### src/rtl/rom_pipe_pkg.sv
// Shared constants and the content generator for the rom_pipe lookup table.
// rom_word() returns {err, data[63:0]}; callers keep the low DATA_W bits.
package rom_pipe_pkg;

  localparam int ROM_ONEHOT   = 0;
  localparam int ROM_THERMO   = 1;
  localparam int ROM_GRAY     = 2;
  localparam int ROM_IDENTITY = 3;

  localparam int ROM_WORD_W = 64;

  function automatic logic [ROM_WORD_W:0] rom_word(input int mode,
                                                   input int addr,
                                                   input int data_w,
                                                   input int depth);
    logic [ROM_WORD_W-1:0] a_v;
    logic [ROM_WORD_W-1:0] d_v;
    logic [ROM_WORD_W-1:0] mask_v;
    int                    k;
    a_v    = ROM_WORD_W'(addr);
    mask_v = (data_w >= ROM_WORD_W) ? '1 : ((64'd1 << data_w) - 64'd1);
    k      = addr % data_w;
    case (mode)
      ROM_ONEHOT: d_v = 64'd1 << k;
      // k = 63 would shift the 1 out of range, so fill explicitly
      ROM_THERMO: d_v = (k >= ROM_WORD_W - 1) ? '1 : ((64'd1 << (k + 1)) - 64'd1);
      ROM_GRAY:   d_v = a_v ^ (a_v >> 1);
      default:    d_v = a_v;
    endcase
    if (addr >= depth) begin
      return {1'b1, {ROM_WORD_W{1'b0}}};
    end
    return {1'b0, d_v & mask_v};
  endfunction

endpackage

### src/rtl/rom_pipe_stage.sv
// One pipeline slot of rom_pipe: a valid bit plus payload, loaded when en_i
// is high and held otherwise. Reset clears both.
module rom_pipe_stage #(
  parameter int W = 17
) (
  input  logic         clk,
  input  logic         rst,
  input  logic         en_i,
  input  logic         valid_i,
  input  logic [W-1:0] data_i,
  output logic         valid_o,
  output logic [W-1:0] data_o
);

  logic         valid_q;
  logic         valid_d;
  logic [W-1:0] data_q;
  logic [W-1:0] data_d;

  always_comb begin
    valid_d = valid_q;
    data_d  = data_q;
    if (en_i) begin
      valid_d = valid_i;
      data_d  = data_i;
    end
  end

  always_ff @(posedge clk or posedge rst) begin
    if (rst) begin
      valid_q <= 1'b0;
      data_q  <= '0;
    end else begin
      valid_q <= valid_d;
      data_q  <= data_d;
    end
  end

  assign valid_o = valid_q;
  assign data_o  = data_q;

endmodule

### src/rtl/rom_pipe.sv
// Pipelined constant lookup table with valid/ready on both sides.
// All stages advance together whenever the output slot is empty or being taken.
module rom_pipe
  import rom_pipe_pkg::*;
#(
  parameter int DATA_W  = 16,
  parameter int ADDR_W  = 4,
  parameter int DEPTH   = 16,
  parameter int MODE    = 0,
  parameter int LATENCY = 1,
  parameter int CNT_W   = 16
) (
  input  logic              clk,
  input  logic              rst,
  input  logic              req_valid,
  output logic              req_ready,
  input  logic [ADDR_W-1:0] req_addr,
  output logic              rsp_valid,
  input  logic              rsp_ready,
  output logic [DATA_W-1:0] rsp_data,
  output logic              rsp_err,
  output logic [CNT_W-1:0]  rd_count
);

  localparam int PW      = DATA_W + 1;
  localparam int N_WORDS = 2 ** ADDR_W;

  if (DEPTH < 1 || DEPTH > N_WORDS) begin : g_bad_depth
    $fatal(1, "rom_pipe: DEPTH must be in 1..2**ADDR_W");
  end
  if (LATENCY != 1 && LATENCY != 2) begin : g_bad_latency
    $fatal(1, "rom_pipe: LATENCY must be 1 or 2");
  end
  if (MODE < ROM_ONEHOT || MODE > ROM_IDENTITY) begin : g_bad_mode
    $fatal(1, "rom_pipe: illegal MODE");
  end
  if (DATA_W < 1 || DATA_W > ROM_WORD_W) begin : g_bad_width
    $fatal(1, "rom_pipe: DATA_W must be in 1..64");
  end

  // Content is fixed at elaboration; every address slot, including the
  // out-of-range ones, gets its {err, data} word here.
  logic [PW-1:0] rom_tbl [N_WORDS];

  for (genvar i = 0; i < N_WORDS; i++) begin : g_rom
    localparam logic [ROM_WORD_W:0] WORD_I = rom_word(MODE, i, DATA_W, DEPTH);
    assign rom_tbl[i] = {WORD_I[ROM_WORD_W], WORD_I[DATA_W-1:0]};
  end

  logic advance;
  logic accept;

  assign advance   = !rsp_valid || rsp_ready;
  assign req_ready = advance;
  assign accept    = req_valid && advance;

  logic [LATENCY:0] vld_c;
  logic [PW-1:0]    pay_c [LATENCY+1];

  assign vld_c[0] = accept;
  assign pay_c[0] = accept ? rom_tbl[req_addr] : '0;

  for (genvar s = 0; s < LATENCY; s++) begin : g_stage
    rom_pipe_stage #(
      .W(PW)
    ) u_stage (
      .clk     (clk),
      .rst     (rst),
      .en_i    (advance),
      .valid_i (vld_c[s]),
      .data_i  (pay_c[s]),
      .valid_o (vld_c[s+1]),
      .data_o  (pay_c[s+1])
    );
  end

  assign rsp_valid           = vld_c[LATENCY];
  assign {rsp_err, rsp_data} = pay_c[LATENCY];

  logic [CNT_W-1:0] cnt_q;
  logic [CNT_W-1:0] cnt_d;

  always_comb begin
    cnt_d = cnt_q;
    if (accept && (cnt_q != {CNT_W{1'b1}})) begin
      cnt_d = cnt_q + CNT_W'(1);
    end
  end

  always_ff @(posedge clk or posedge rst) begin
    if (rst) begin
      cnt_q <= '0;
    end else begin
      cnt_q <= cnt_d;
    end
  end

  assign rd_count = cnt_q;

endmodule

### config.mk
export PLATFORM = sky130hd
export DESIGN_NAME = rom_pipe
export DESIGN_NICKNAME = d
export VERILOG_FILES = /design/src/rtl/rom_pipe_pkg.sv /design/src/rtl/rom_pipe_stage.sv /design/src/rtl/rom_pipe.sv
export SDC_FILE = /design/constraint.sdc
export NUM_CORES = 1
export LEC_CHECK = 0
export CORE_MARGIN = 5
export CORE_UTILIZATION = 42
export DETAILED_ROUTE_END_ITERATION = 7
export PLACE_DENSITY_LB_ADDON = 0.15
export SYNTH_ARGS = -nofsm -noshare
export SYNTH_HDL_FRONTEND = slang
export SYNTH_SLANG_ARGS = --single-unit
export TNS_END_PERCENT = 1
### constraint.sdc
create_clock -name clk -period 1.5 [get_ports clk]
set_input_delay 0.225 -clock clk [delete_from_list [all_inputs] [get_ports clk]]
set_output_delay 0.225 -clock clk [all_outputs]
set_load 0.02 [all_outputs]
==> summary.md <==
| Metric | Value |
|---|---|
| Cell accounting for the most synthesized area | `sky130_fd_sc_hd__dfrtp_1` |
| Cell at the slowest stage of the critical path | `sky130_fd_sc_hd__or4b_4` |
| Data arrival time of the worst path | `between 1.5 and 2 ns` |
| Switching Share | `35.08%` |
| Crit path max fanout | `4` |
| Inserted Clock Buffers | `5` |
| Drt total wl | `3674 um` |
| Starting utilization of the core area | `44.05%` |
| Final-stage net count | `between 200 and 250` |
| Power dissipated by switching net loads | `0.0008714 W` |
| CP Cell Sequence | `nand4_2 > or4b_4 > nor3b_2 > xnor2_1` |
| Vert. Die Dim | `69.39 um` |
| Req. time, crit path | `1.75 ns` |
| Wire length of the first global-routing pass | `6334 um` |
| Area fraction in compound gates after synthesis | `8.615%` |
| TritonCTS clock tree | `built` |
| Overflow left after global routing | `0` |
| Post-placement cell count | `246` |
| Xor-xnor portion of the synthesized cell area | `7.095%` |
| Number of global-route vias before repair | `1,337` |
| Adder-cell share of the synthesized area | `less than 1%` |
| Average wire length per cell after detail routing | `14.41 um` |
| Sequential-to-total area share from yosys stat | `55.74%` |
| Setup repair after global routing missed its margin | `yes` |
| R2r startpoint | `rd_count[4]` |
| Clock transition at the register clock pins on the worst setup and hold paths after CTS | `approximately 0.10 ns` |
| Flip-flop and latch count after synthesis | `33` |
| Core Area | `0.003363 sq mm` |
| Slew Limit Fails | `0` |
| Total vias in the final route | `1,273` |
| Sequential fraction of design power | `45.2%` |
| Maximum frequency from static timing analysis | `0.6291 GHz` |
| Critical path's largest stage delay | `about 0.6 ns` |
| Portion of the clock cycle consumed by the worst path in the final layout | `106.0%` |
| DRC marker count from the first detailed-route iteration | `99` |
| Clock latency of the later-clocked register in the worst-skew pair | `0.32 ns` |
| Number of remaining DRC errors | `0` |
| Antenna violations before repair | `0` |
| Final critical-path required period | `1.590 ns` |
| Int Power | `roughly 0.0016 W` |
| Post-synth top cells | `sky130_fd_sc_hd__dfrtp_1, sky130_fd_sc_hd__nand2_1, sky130_fd_sc_hd__o21ai_0` |
| Pin count of the biggest net entering global routing | `34` |
| Worst setup path class | `flip-flop to flip-flop` |
| Root buffer cell | `sky130_fd_sc_hd__clkbuf_4` |
| Growth of design area from synthesis to finish | `53.04%` |
| Leading post-synthesis cells by cell area | `sky130_fd_sc_hd__dfrtp_1, sky130_fd_sc_hd__xor2_1, sky130_fd_sc_hd__nand2_1, sky130_fd_sc_hd__o21ai_0, sky130_fd_sc_hd__a32o_1` |
| Worst R2R Setup Slack | `-0.09 ns` |
| Cell with the most instances after synthesis | `sky130_fd_sc_hd__dfrtp_1` |
| Number of search-and-repair iterations in the first detailed-routing pass | `4` |
| Vias per std cell | `about 5.0` |
| PnR worst setup slack | `-0.08966 ns` |
| Area of the die | `~0.0048 sq mm` |
| Post-synthesis mux area share | `2.111%` |
| Number of clock sinks seen by CTS | `33` |
| H-tree lvl count | `2` |
| Beginning of the critical path | `rd_count[4]` |
| Placed wire-length estimate | `2754 um` |
| Number of buffers on the longest clock path | `2` |
| Number of synthesis warnings | `0` |
| Setup-failing EPs final | `7` |
| Most frequently used flop master after synthesis | `sky130_fd_sc_hd__dfrtp_1` |
| Final count of hold timing violations | `0` |
| Worst Setup Start Kind | `flip-flop` |
| Count of flip-flops with a built-in enable after synthesis | `0` |
| Synthesized net count | `145` |
| Fraction of power consumed by the clock network | `18.7%` |
| Capturing element type of the critical path | `flip-flop` |
| Fraction of synthesized cell area taken by the top area cell type | `~56%` |
| Clock tree skew after final layout | `0.008421 ns` |
| Distinct cell type count of the synthesized netlist | `36` |
| Leak | `between 1 and 1.5 nW` |
| GRT Total Usage | `16.31%` |
| Number of top-level pins | `43` |
| Failing checks | `setup timing` |
| Post-Syn Instances | `136` |
| Largest family of logic cells by synthesized area | `simple AND/OR/NAND/NOR gates` |
| Synthesized-area fraction occupied by and/or/nand/nor cells | `22.55%` |
| Count of maximum capacitance violations | `0` |
| Ant diodes | `0` |
| DRT antenna net count | `0` |
| Total standard cell area after synthesis | `0.001481 sq mm` |
| Class of the tightest hold or removal check | `primary input to asynchronous set/reset pin` |
| Mean post-synth cell area | `10.89 sq um` |
| Hold WS | `0.2447 ns` |
| Die X | `69.39 um` |
| # hold bufs at CTS | `0` |
| Row count | `21` |
| Fraction of registers with async set or reset after synthesis | `100.0%` |
| Run status | `finished, violations left` |
| Total power density per cell area | `1096 mW/mm^2` |
| Routability congestion estimate from global placement | `just over 0.8` |
| Final Instance Count excl. Fillers | `around 260` |
| Quantity of I/O buffers inserted on ports | `41` |
| Fraction of final layout cells sized beyond drive strength 1 | `27.27%` |
| Maximum resistive drop on vdd | `0.8240 mV` |
| Power share of the combinational group | `36.1%` |
-- per-stage QoR --
stage | util (%) | worst slack (ns) | power [W] | setup TNS, ns | area (sq um)
2_1_floorplan | - | -0.2072 | 0.001530 | -1.580 | 1503
3_3_place_gp | 64.29 | -0.2525 | 0.002024 | -3.519 | 2162
3_5_place_dp | 64.29 | -0.2990 | 0.002067 | -3.995 | 2162
4_1_cts | 65.40 | -0.1337 | 0.002460 | -0.4536 | 2200
5_1_grt | 67.41 | -0.1695 | 0.002657 | -1.779 | 2267
6_report | 67.41 | -0.08966 | 0.002484 | -0.3264 | 2267
-- per-layer routing --
layer / vias to the layer above / GRT usage [%] / wire length [um]
met5: - / 0 / 0
li1: 622 / - / -
met3: 4 / 4.058 / 174
met1: 616 / 19.93 / 1562
met2: 31 / 27.65 / 1892
met4: 0 / 6.074 / 44
-- layout by cell type (no fill, tap or decap), types with 2 or more instances in the layout --
cell type,synthesis,routed
sky130_fd_sc_hd__dlygate4sd2_1,0,33
sky130_fd_sc_hd__dfrtp_1,33,31
sky130_fd_sc_hd__buf_4,1,25
sky130_fd_sc_hd__nand2_1,21,21
sky130_fd_sc_hd__o21ai_0,12,12
sky130_fd_sc_hd__xor2_1,11,11
sky130_fd_sc_hd__clkdlybuf4s50_1,0,7
sky130_fd_sc_hd__inv_1,6,6
sky130_fd_sc_hd__clkbuf_4,0,5
sky130_fd_sc_hd__a32o_1,4,4
sky130_fd_sc_hd__nor2_1,5,4
sky130_fd_sc_hd__nor4_4,0,4
sky130_fd_sc_hd__nor3_2,1,4
sky130_fd_sc_hd__nand3_1,4,3
sky130_fd_sc_hd__nand4_1,3,3
sky130_fd_sc_hd__nor3_1,5,2
sky130_fd_sc_hd__nand3b_1,2,2
sky130_fd_sc_hd__mux2i_1,2,2
sky130_fd_sc_hd__nor3b_2,1,2
sky130_fd_sc_hd__clkinv_2,0,2
sky130_fd_sc_hd__dfrtp_2,0,2
-- final cells by class --
class / instances / area (sq um)
clock buffers: 6 / 41.29
inverters: 7 / 26.28
clock inverters: 2 / 10.01
fillers: 311 / 1096
well taps: 46 / 57.56
repair buffers: 68 / 583.1
flip-flops and latches: 33 / 828.3
multi-input cells: 93 / 720.7
-- sequential cells by signal, indices dropped and copies added (netlist names) --
register                 count
g_stage.u_stage.valid_o      1
rd_count                    16
g_stage.u_stage.data_o      16
-- power by group through the flow --
stage,clock network [W],logic [W],registers [W]
2_1_floorplan,0,0.000221,0.00131
3_3_place_gp,0,0.000903,0.00112
3_5_place_dp,0,0.000935,0.00113
4_1_cts,0.000482,0.000863,0.00112
5_1_grt,0.000540,0.000982,0.00114
6_report,0.000465,0.000897,0.00112
-- path summary, 6_finish.rpt --
check	depth (start not counted)	end
setup / recovery	4	rd_count[12]
hold / removal	3	rd_count[6]
setup reg to reg	4	rd_count[12]
hold reg to reg	2	g_stage[0].u_stage.data_o[6]
max in group asynchronous	3	rd_count[1]
min in group clk	2	g_stage[0].u_stage.data_o[6]
-- logic make-up after synthesis --
kind of cell	Yosys count
simple gates	56
flops	33
compound gates	20
xor+xnor	12
buf+inv	10
mux	3
fa+ha+maj	1
other cells	1
-- timing repair --
item / CTS / global route
endpoints found under the hold margin: 0 / 0
gates resized for setup: 40 / 12
setup endpoints to repair: 49 / 22
setup buffers: 0 / 1
pin swaps: 1 / 0
cloned: 0 / 0
-- critical path, delay by kind of cell (launching register included) --
kind          cells  cell delay, ns
xor+xnor          1            0.14
flops             1            0.39
simple gates      3            1.00
Power figures use the tool's default switching activity.
